`src/rtl/flash_read_arbiter_if.sv`:
```
// Request/grant bus for the two-requester SPI flash read arbiter, plus the SPI pins.
// slave is the arbiter's view; master is the requester/flash side.
interface flash_read_arbiter_if;
  logic        req0, req1;
  logic [23:0] addr0, addr1;
  logic [7:0]  len0, len1;
  logic [1:0]  gnt;
  logic [1:0]  done;
  logic [7:0]  rd_data;
  logic        rd_valid;
  logic        busy;
  logic        flashClk;
  logic        flashMosi;
  logic        flashCs;
  logic        flashMiso;

  modport slave (
    input  req0, req1, addr0, addr1, len0, len1, flashMiso,
    output gnt, done, rd_data, rd_valid, busy, flashClk, flashMosi, flashCs
  );

  modport master (
    output req0, req1, addr0, addr1, len0, len1, flashMiso,
    input  gnt, done, rd_data, rd_valid, busy, flashClk, flashMosi, flashCs
  );
endinterface

```
`src/rtl/flash_read_arbiter.sv`:
```
// Round-robin arbiter granting two requesters access to an SPI flash (mode 0, cmd 0x03).
// Each SPI bit spans two clk cycles; every output comes straight from a flop.
module flash_read_arbiter #(
  parameter logic [31:0] STARTUP_WAIT = 32'd10000000,
  parameter int unsigned CS_GAP       = 4
) (
  input  logic                clk,
  input  logic                rst_n,
  flash_read_arbiter_if.slave bus
);
  typedef enum logic [2:0] {POWERUP, IDLE, CMD, ADDR, READ, GAP} state_e;
  localparam logic [7:0] READ_CMD = 8'h03;

  state_e      state_q, state_d;
  logic [31:0] cnt_q, cnt_d;
  logic        last_q, last_d;
  logic [1:0]  gnt_q, gnt_d;
  logic [1:0]  done_q, done_d;
  logic [7:0]  len_q, len_d;
  logic [31:0] sh_q, sh_d;
  logic [4:0]  bit_q, bit_d;
  logic        phase_q, phase_d;
  logic [8:0]  byte_q, byte_d;
  logic [7:0]  rx_q, rx_d;
  logic [7:0]  rd_data_q, rd_data_d;
  logic        rd_valid_q, rd_valid_d;
  logic        busy_q, busy_d;
  logic        sclk_q, sclk_d;
  logic        mosi_q, mosi_d;
  logic        cs_q, cs_d;

  logic        win1;
  logic [31:0] hdr;
  logic        last_byte;

  // last_q holds the index of the previously granted requester; on a tie it loses.
  assign win1      = bus.req1 & (~bus.req0 | ~last_q);
  assign hdr       = {READ_CMD, win1 ? bus.addr1 : bus.addr0};
  assign last_byte = rd_valid_q && (byte_q == ({1'b0, len_q} + 9'd1));

  always_comb begin
    state_d    = state_q;
    cnt_d      = cnt_q;
    last_d     = last_q;
    gnt_d      = gnt_q;
    done_d     = 2'b00;
    len_d      = len_q;
    sh_d       = sh_q;
    bit_d      = bit_q;
    phase_d    = phase_q;
    byte_d     = byte_q;
    rx_d       = rx_q;
    rd_data_d  = rd_data_q;
    rd_valid_d = 1'b0;
    sclk_d     = sclk_q;
    mosi_d     = mosi_q;
    cs_d       = cs_q;

    case (state_q)
      POWERUP: begin
        if (cnt_q == STARTUP_WAIT - 32'd1) begin
          state_d = IDLE;
          cnt_d   = '0;
        end else begin
          cnt_d = cnt_q + 32'd1;
        end
      end
      IDLE: begin
        if (bus.req0 || bus.req1) begin
          gnt_d   = win1 ? 2'b10 : 2'b01;
          last_d  = win1;
          len_d   = win1 ? bus.len1 : bus.len0;
          mosi_d  = hdr[31];
          sh_d    = {hdr[30:0], 1'b0};
          bit_d   = '0;
          byte_d  = '0;
          phase_d = 1'b0;
          sclk_d  = 1'b0;
          cs_d    = 1'b0;
          state_d = CMD;
        end
      end
      CMD, ADDR: begin
        if (!phase_q) begin
          sclk_d  = 1'b1;
          phase_d = 1'b1;
        end else begin
          sclk_d  = 1'b0;
          phase_d = 1'b0;
          if (bit_q == 5'd31) begin
            mosi_d  = 1'b0;
            bit_d   = '0;
            state_d = READ;
          end else begin
            mosi_d = sh_q[31];
            sh_d   = {sh_q[30:0], 1'b0};
            bit_d  = bit_q + 5'd1;
            if (bit_q == 5'd7) state_d = ADDR;
          end
        end
      end
      READ: begin
        // Completion takes priority over starting another SPI bit.
        if (last_byte) begin
          done_d  = gnt_q;
          gnt_d   = 2'b00;
          cs_d    = 1'b1;
          sclk_d  = 1'b0;
          phase_d = 1'b0;
          cnt_d   = '0;
          state_d = GAP;
        end else if (!phase_q) begin
          sclk_d  = 1'b1;
          phase_d = 1'b1;
        end else begin
          sclk_d  = 1'b0;
          phase_d = 1'b0;
          rx_d    = {rx_q[6:0], bus.flashMiso};
          bit_d   = bit_q + 5'd1;
          if (bit_q[2:0] == 3'd7) begin
            rd_valid_d = 1'b1;
            rd_data_d  = {rx_q[6:0], bus.flashMiso};
            byte_d     = byte_q + 9'd1;
            bit_d      = '0;
          end
        end
      end
      GAP: begin
        if (cnt_q == CS_GAP - 1) begin
          state_d = IDLE;
          cnt_d   = '0;
        end else begin
          cnt_d = cnt_q + 32'd1;
        end
      end
      default: state_d = POWERUP;
    endcase

    busy_d = (state_d != IDLE);
  end

  always_ff @(posedge clk or negedge rst_n) begin
    if (!rst_n) begin
      state_q    <= POWERUP;
      cnt_q      <= '0;
      last_q     <= 1'b1;
      gnt_q      <= 2'b00;
      done_q     <= 2'b00;
      len_q      <= '0;
      sh_q       <= '0;
      bit_q      <= '0;
      phase_q    <= 1'b0;
      byte_q     <= '0;
      rx_q       <= '0;
      rd_data_q  <= '0;
      rd_valid_q <= 1'b0;
      busy_q     <= 1'b1;
      sclk_q     <= 1'b0;
      mosi_q     <= 1'b0;
      cs_q       <= 1'b1;
    end else begin
      state_q    <= state_d;
      cnt_q      <= cnt_d;
      last_q     <= last_d;
      gnt_q      <= gnt_d;
      done_q     <= done_d;
      len_q      <= len_d;
      sh_q       <= sh_d;
      bit_q      <= bit_d;
      phase_q    <= phase_d;
      byte_q     <= byte_d;
      rx_q       <= rx_d;
      rd_data_q  <= rd_data_d;
      rd_valid_q <= rd_valid_d;
      busy_q     <= busy_d;
      sclk_q     <= sclk_d;
      mosi_q     <= mosi_d;
      cs_q       <= cs_d;
    end
  end

  assign bus.gnt       = gnt_q;
  assign bus.done      = done_q;
  assign bus.rd_data   = rd_data_q;
  assign bus.rd_valid  = rd_valid_q;
  assign bus.busy      = busy_q;
  assign bus.flashClk  = sclk_q;
  assign bus.flashMosi = mosi_q;
  assign bus.flashCs   = cs_q;
endmodule

```
`src/flat_wrapper.sv`:
```
// flat-port wrapper written by rule: the top's interface ports become plain ports
module flash_read_arbiter_flat 
#(
  parameter logic [31:0] STARTUP_WAIT = 32'd10000000,
  parameter int unsigned CS_GAP       = 4
)
  (clk, rst_n, bus_req0, bus_req1, bus_addr0, bus_addr1, bus_len0, bus_len1, bus_flashMiso, bus_gnt, bus_done, bus_rd_data, bus_rd_valid, bus_busy, bus_flashClk, bus_flashMosi, bus_flashCs);
  flash_read_arbiter_if bus_i ();
  input  logic clk;
  input  logic rst_n;
  input wire logic [$bits(bus_i.req0)-1:0] bus_req0;
  input wire logic [$bits(bus_i.req1)-1:0] bus_req1;
  input wire logic [$bits(bus_i.addr0)-1:0] bus_addr0;
  input wire logic [$bits(bus_i.addr1)-1:0] bus_addr1;
  input wire logic [$bits(bus_i.len0)-1:0] bus_len0;
  input wire logic [$bits(bus_i.len1)-1:0] bus_len1;
  input wire logic [$bits(bus_i.flashMiso)-1:0] bus_flashMiso;
  output wire logic [$bits(bus_i.gnt)-1:0] bus_gnt;
  output wire logic [$bits(bus_i.done)-1:0] bus_done;
  output wire logic [$bits(bus_i.rd_data)-1:0] bus_rd_data;
  output wire logic [$bits(bus_i.rd_valid)-1:0] bus_rd_valid;
  output wire logic [$bits(bus_i.busy)-1:0] bus_busy;
  output wire logic [$bits(bus_i.flashClk)-1:0] bus_flashClk;
  output wire logic [$bits(bus_i.flashMosi)-1:0] bus_flashMosi;
  output wire logic [$bits(bus_i.flashCs)-1:0] bus_flashCs;
  assign bus_i.req0 = bus_req0;
  assign bus_i.req1 = bus_req1;
  assign bus_i.addr0 = bus_addr0;
  assign bus_i.addr1 = bus_addr1;
  assign bus_i.len0 = bus_len0;
  assign bus_i.len1 = bus_len1;
  assign bus_i.flashMiso = bus_flashMiso;
  assign bus_gnt = bus_i.gnt;
  assign bus_done = bus_i.done;
  assign bus_rd_data = bus_i.rd_data;
  assign bus_rd_valid = bus_i.rd_valid;
  assign bus_busy = bus_i.busy;
  assign bus_flashClk = bus_i.flashClk;
  assign bus_flashMosi = bus_i.flashMosi;
  assign bus_flashCs = bus_i.flashCs;
  flash_read_arbiter #(.STARTUP_WAIT(STARTUP_WAIT), .CS_GAP(CS_GAP)) u_core (.clk(clk), .rst_n(rst_n), .bus(bus_i));
endmodule
```
`config.mk`:
```
export PLATFORM = sky130hd
export DESIGN_NAME = flash_read_arbiter_flat
export DESIGN_NICKNAME = d
export VERILOG_FILES = /design/src/rtl/flash_read_arbiter_if.sv /design/src/rtl/flash_read_arbiter.sv /design/src/flat_wrapper.sv
export SDC_FILE = /design/constraint.sdc
export NUM_CORES = 1
export LEC_CHECK = 0
export BUFFER_PORTS_ARGS = -buffer_cell sky130_fd_sc_hd__buf_2
export CAP_MARGIN = 20
export CORE_MARGIN = 8
export CORE_UTILIZATION = 54
export CTS_BUF_LIST = sky130_fd_sc_hd__clkbuf_4
export DETAILED_ROUTE_END_ITERATION = 10
export PLACE_DENSITY = 0.88
export SLEW_MARGIN = 15
export SYNTH_ARGS = -nofsm -noshare
export SYNTH_HDL_FRONTEND = slang
export SYNTH_SLANG_ARGS = --single-unit
```
`constraint.sdc`:
```
create_clock -name clk -period 2.2 [get_ports clk]
set_input_delay 0.11 -clock clk [delete_from_list [all_inputs] [get_ports clk]]
set_output_delay 0.11 -clock clk [all_outputs]
set_load 0.02 [all_outputs]
```
Word level (Yosys, flattened, before mapping)
Cells that the tools add are included.
- register bits: 114
- input bits: 69
- output and inout port bits: 17
- logic and storage cells: 111
- $add $sub $neg: 4
- equality and inequality tests: 19
- multiplexer cells: 49
- bitwise logic cells: 5
- reductions and logical operators: 18
- operators with widths (operator ; number):
    two-way mux 32 bit ; 6
    case mux 32 bit (3 select lines) ; 1
    case mux 32 bit (2 select lines) ; 1
    two-way mux 9 bit ; 4
    adder 32 x 1 -> 32 bit, second input constant ; 1
    equality test 32 x 2 -> 1 bit, second input constant ; 1
    equality test 32 x 24 -> 1 bit, second input constant ; 1
    two-way mux 5 bit ; 6
    two-way mux 24 bit ; 1
    two-way mux 3 bit ; 7
    case mux 9 bit (2 select lines) ; 1
    case mux 3 bit (5 select lines) ; 1
    case mux 5 bit (3 select lines) ; 1
    two-way mux 1 bit ; 10
    two-way mux 2 bit ; 5
    != test 2 x 1 -> 1 bit, second input constant ; 5
    AND reduction 5 bit ; 2
    adder 8 x 1 -> 9 bit, second input constant ; 1
    adder 9 x 1 -> 9 bit, second input constant ; 1
    equality test 3 bit, second input constant ; 3
    equality test 9 bit ; 1
    AND reduction 3 bit ; 3
    two-way mux 8 bit ; 1
    AND reduction 4 bit ; 2
    other kinds (20) ; 29

Depth between registers and ports, before layout
- word-level depth: 6
- depth in mapped cells: 10
- mapped depth without buffers: 9

Worst setup path before layout
Ideal clock, no wire load.
- path type: reg-to-reg
- from: register u_core.len_q[0]
- to: register u_core.bit_q[0]
- setup time: 0.125 ns
- data arrival time: 2.253 ns
- data required time: 2.075 ns
- setup slack: -0.178 ns
- stages on the path, launching flop included: 11
- path buffers: 2
- clock period less this slack: 2.378 ns
- path through: dfrtp_1 -> ha_1 -> clkbuf_1 -> and2_1 -> o21ai_0 -> a31oi_1 -> nor3_2 -> o211a_1 -> or2_1 -> clkbuf_1 -> mux2_2
- word-level cells in the longest chain between the ends: 5
- ends and longest elaborated chain (what ; RTL line ; RTL):
    from (decl) ; flash_read_arbiter.sv:19 ; logic [7:0] len_q, len_d;
    from (signal assigned) ; flash_read_arbiter.sv:167 ; len_q <= len_d;
    adder 8 x 1 -> 9 bit ; flash_read_arbiter.sv:39 ; assign last_byte = rd_valid_q && (byte_q == ({1'b0, len_q} + 9'd1));
    equality test 9 bit ; flash_read_arbiter.sv:39 ;
    logical AND 1 bit ; flash_read_arbiter.sv:39 ;
    != test 2 bit (no line) ; - ;
    AND reduction 5 bit (no line) ; - ;
    to (signal assigned) ; flash_read_arbiter.sv:169 ; bit_q <= bit_d;
    to (decl) ; flash_read_arbiter.sv:21 ; logic [4:0] bit_q, bit_d;
No other way between the ends.
A chain may end at the register's enable or synchronous reset.

Worst setup path after layout
- from: register u_core.cnt_q[13]
- to: register u_core.busy_q (netlist: u_core.bus.busy)
- word-level cells in the longest chain between the ends: 4
- elaborated cells between the ends (all ways): 6
- those cells by class: eq/ne: 3; mux: 3
- ends and longest elaborated chain (what ; RTL line ; RTL):
    from (decl) ; flash_read_arbiter.sv:15 ; logic [31:0] cnt_q, cnt_d;
    from (signal assigned) ; flash_read_arbiter.sv:163 ; cnt_q <= cnt_d;
    equality test 32 x 2 -> 1 bit or equality test 32 x 24 -> 1 bit (tied branches) ; flash_read_arbiter.sv:129, flash_read_arbiter.sv:61 ;
    two-way mux 3 bit, on equally long branches ; flash_read_arbiter.sv:129, flash_read_arbiter.sv:61 ;
    case mux 3 bit (5 select lines) * ; flash_read_arbiter.sv:59 ; case (state_q)
    != test 3 x 1 -> 1 bit * ; flash_read_arbiter.sv:139 ; busy_d = (state_d != IDLE);
    via u_core.busy_d ; flash_read_arbiter.sv:27 ; logic busy_q, busy_d;
    to (signal assigned) ; flash_read_arbiter.sv:175 ; busy_q <= busy_d;
    to (decl) ; flash_read_arbiter.sv:27 ;
Mark *: on every way through the listed nets, which the timed path passes. The rest lies on a longest branch.

==> flow_metrics.tcl <==
set metrics [dict create \
    setup_violations 21 \
    total_power_mw 4.24 \
    hold_class "input port to flop" \
    grt_pass1_wl_um 29400 \
    track_usage_pct 24.8 \
    clockRootBuffer "clkbuf_4" \
    initial_utilization_pct 55.5 \
    num_io_pins 86 \
    design.die.area_um2 14800 \
    hp-start "bus_addr0[1]" \
    syn-cell-area_um2 6040 \
    worstSkewPairLatency_ns 0.53 \
    area_growth_pct 34.6 \
    fmax_ghz 0.438 \
    routed_wl_um 19400 \
    async_flop_share_pct 100 \
    io_buffers 85 \
    arrival_ns 2.74 \
    avgViaCountPerCell 6.24 \
    max_slew.worst_pin.slew_ns 0.760 \
    first_iter_violations 675 \
    dp_hpwl_um 11500 \
    comb_power_share_pct 10.8 \
    grt_pass1_vias 6156 \
    critical_path_required_ns 2.65 \
    rows 38 \
    violations "negative setup slack" \
    setup_ws_ns -0.0814 \
    rr_startpoint "u_core.cnt_q[13]$_DFFE_PN0P_" \
    core_area_um2 10900 \
    synth_top_area_cell "dfrtp_1" \
    synth_commonest_cells "110 x dfrtp_1, 77 x nand2_1, 72 x o21ai_0, 61 x nor2_1, 44 x a21oi_1" \
    p_leak_nw 3.76 \
    p_sw_mw 1.10 \
    outcome "finished, violations left" \
    cts_buffers 17 \
    cp-start-kind "flop" \
    synth_area_leaders "dfrtp_1 46%, o21ai_0 6.0%, mux2i_1 5.8%, nand2_1 4.8%, nor2_1 3.8%" \
    drt-wirelength-per-cell_um 19.6 \
    vias 6156 \
    clk_pin_slew_worst_paths_ns 0.11 \
    p_int_mw 3.14 \
    synth_top_area_share_pct 45.6 \
    dr.pass1.iters 5 \
    syn_nets 731 \
    synth_cells 656 \
    yosysSeqAreaShare_pct 46.9 \
    startpoint "u_core.cnt_q[13]$_DFFE_PN0P_" \
    cp_max_fo 2 \
    maxSlewViolCount 0 \
    cp-end-kind "flop" \
    synthFlopType "dfrtp_1" \
    remaining_drc_errors 0 \
    synth_cell_types 58 \
    cts_sinks 113 \
    fillers 662 \
    max-clock-path-buffers 2 \
    max_cap_violations 0 \
    rsz0062_at_grt "yes" \
    cts_tree "yes" \
    fin_worst_skew_ns 0.0175 \
    nets 908 \
    synth_most_common_cell "dfrtp_1" \
    htree_levels 4 \
    swShare_pct 26.0 \
    critPathKind "flop to flop" \
    antenna_found_initial 0 \
    yosys_warnings 0 \
    synth_edf_count 0 \
    finalHoldViolations 0 \
    final.period_utilization_pct 104 \
    dp_slack_ns -0.132 \
    n_antenna_cell 0 \
    fin_crit_ns 2.28 \
    gp_congestion 0.924 \
    die_w_um 122 \
    p_clk_share_pct 38.5 \
    ant_nets 0 \
    power-per-cell-area_nw_per_um2 522 \
    grt_overflow_total 0 \
    max_slew_margin_pct 49.3 \
    peakVddDrop_uv 526 \
    die_y_um 122 \
    synth.avg_cell_area_um2 9.21 \
    drive_above_1_share_pct 33.7 \
    grt_max_degree 48 \
    seqPwrFrac_pct 50.7 \
    ys_ff_latch 113 \
]
## cell families after synthesis
family	after synthesis	share of synthesized area [%]
buffers and inverters	48	3.07
adders and majority gates	6	1.24
xor gates and xnor gates	10	1.45
muxes	55	9.53
AOI/OAI and AO/OA	184	18.1
DFF	113	46.9
and+or+nand+nor	240	19.7
## final cells by class
class                      instances  area (um^2)  area share [%]
inverter                          11         46.3           0.570
clock buffer                      19          143            1.75
tap                              140          175            2.16
sequential                       113         2840            34.9
multi-input combinational        495         3370            41.5
clock inverter                    13          144            1.77
timing repair buffer             195         1410            17.4
## per-layer routing
metal | wire, um | track usage, %
met4 | 765 | 13.3
met2 | 10300 | 44.4
met3 | 1080 | 6.06
met5 | 0 | 0
met1 | 7190 | 26.4
## power groups by stage
stage          Clock (mW)  Combinational [mW]  Sequential (mW)
6_report             1.63               0.457             2.15
5_1_grt              1.71               0.498             2.16
4_1_cts              1.61               0.421             2.14
3_5_place_dp            0               0.346             2.19
3_3_place_gp            0               0.326             2.18
2_1_floorplan           0               0.166             2.19
## registers in the layout, indices dropped and copies added (netlist names), 2 cells and up
name	cells
u_core.state_q	3
u_core.byte_q	9
u_core.bus.rd_data	8
u_core.sh_q	31
u_core.cnt_q	32
u_core.len_q	8
u_core.rx_q	7
u_core.bus.gnt	2
u_core.bus.done	2
u_core.bit_q	5
## worst max-delay path: stages, from the launching register on
cell and delay [ns]:
dfrtp_1 0.39, or4_4 0.55, nor4_4 0.27, and2_4 0.20
a21oi_2 0.05, o32a_1 0.29, or4_1 0.47
## what timing repair did
action | in CTS | in global routing
resized for setup | 19 | 69
hold buffers | 29 | 0
pin swaps | 14 | 20
gates cloned | 0 | 2
setup buffers | 7 | 4
endpoints found under the hold margin | 58 | 0
setup endpoints to repair | 44 | 62
## layout by cell type (no fill, tap or decap), types with 5 or more instances in the layout
cell type and count:
a21oi_1 40, a21oi_2 5, a22o_1 7, a31oi_1 21
a41oi_2 6, and2_1 8, and3_1 11, buf_2 84
buf_4 70, buf_6 8, clkbuf_4 19, clkinv_2 6
dfrtp_1 105, dfrtp_2 5, dlygate4sd3_1 29, inv_1 10
mux2_2 14, mux2_4 6, mux2i_1 35, nand2_1 75
nand3_1 16, nand4_1 15, nor2_1 61, nor4_2 5
o21ai_0 58, o21ai_1 12, or3_1 6, xnor2_1 6
## final timing paths
| check | to | slack, ns | depth (start not counted) |
|---|---|---|---|
| max in group asynchronous | u_core.cnt_q[9]$_DFFE_PN0P_ | 1.30 | 3 |
| worst min register to register | u_core.sh_q[21]$_DFFE_PN0P_ | 0.50 | 2 |
| worst max register to register | u_core.bus.busy$_DFF_PN1_ | -0.08 | 6 |
| worst max-delay path | u_core.bus.busy$_DFF_PN1_ | -0.08 | 6 |
| min in group asynchronous | u_core.cnt_q[31]$_DFFE_PN0P_ | 0.12 | 2 |
| worst min-delay path | u_core.sh_q[2]$_DFFE_PN0P_ | 0.01 | 5 |
## stage by stage
stage / util [%] / std cells / hold slack [ns] / setup TNS [ns] / cell area [um^2]
floorplan: - / 656 / -0.186 / -0.367 / 6070
global placement: 65.1 / 912 / 0.135 / -0.308 / 7090
detailed placement: 65.1 / 912 / 0.155 / -2.06 / 7090
CTS: 71.6 / 980 / 0.000322 / -0.0566 / 7800
global route: 74.6 / 986 / 0.0441 / -3.56 / 8130
finish: 74.6 / 986 / 0.0122 / -0.798 / 8130
Note: power is estimated with default switching activity, not from simulation.
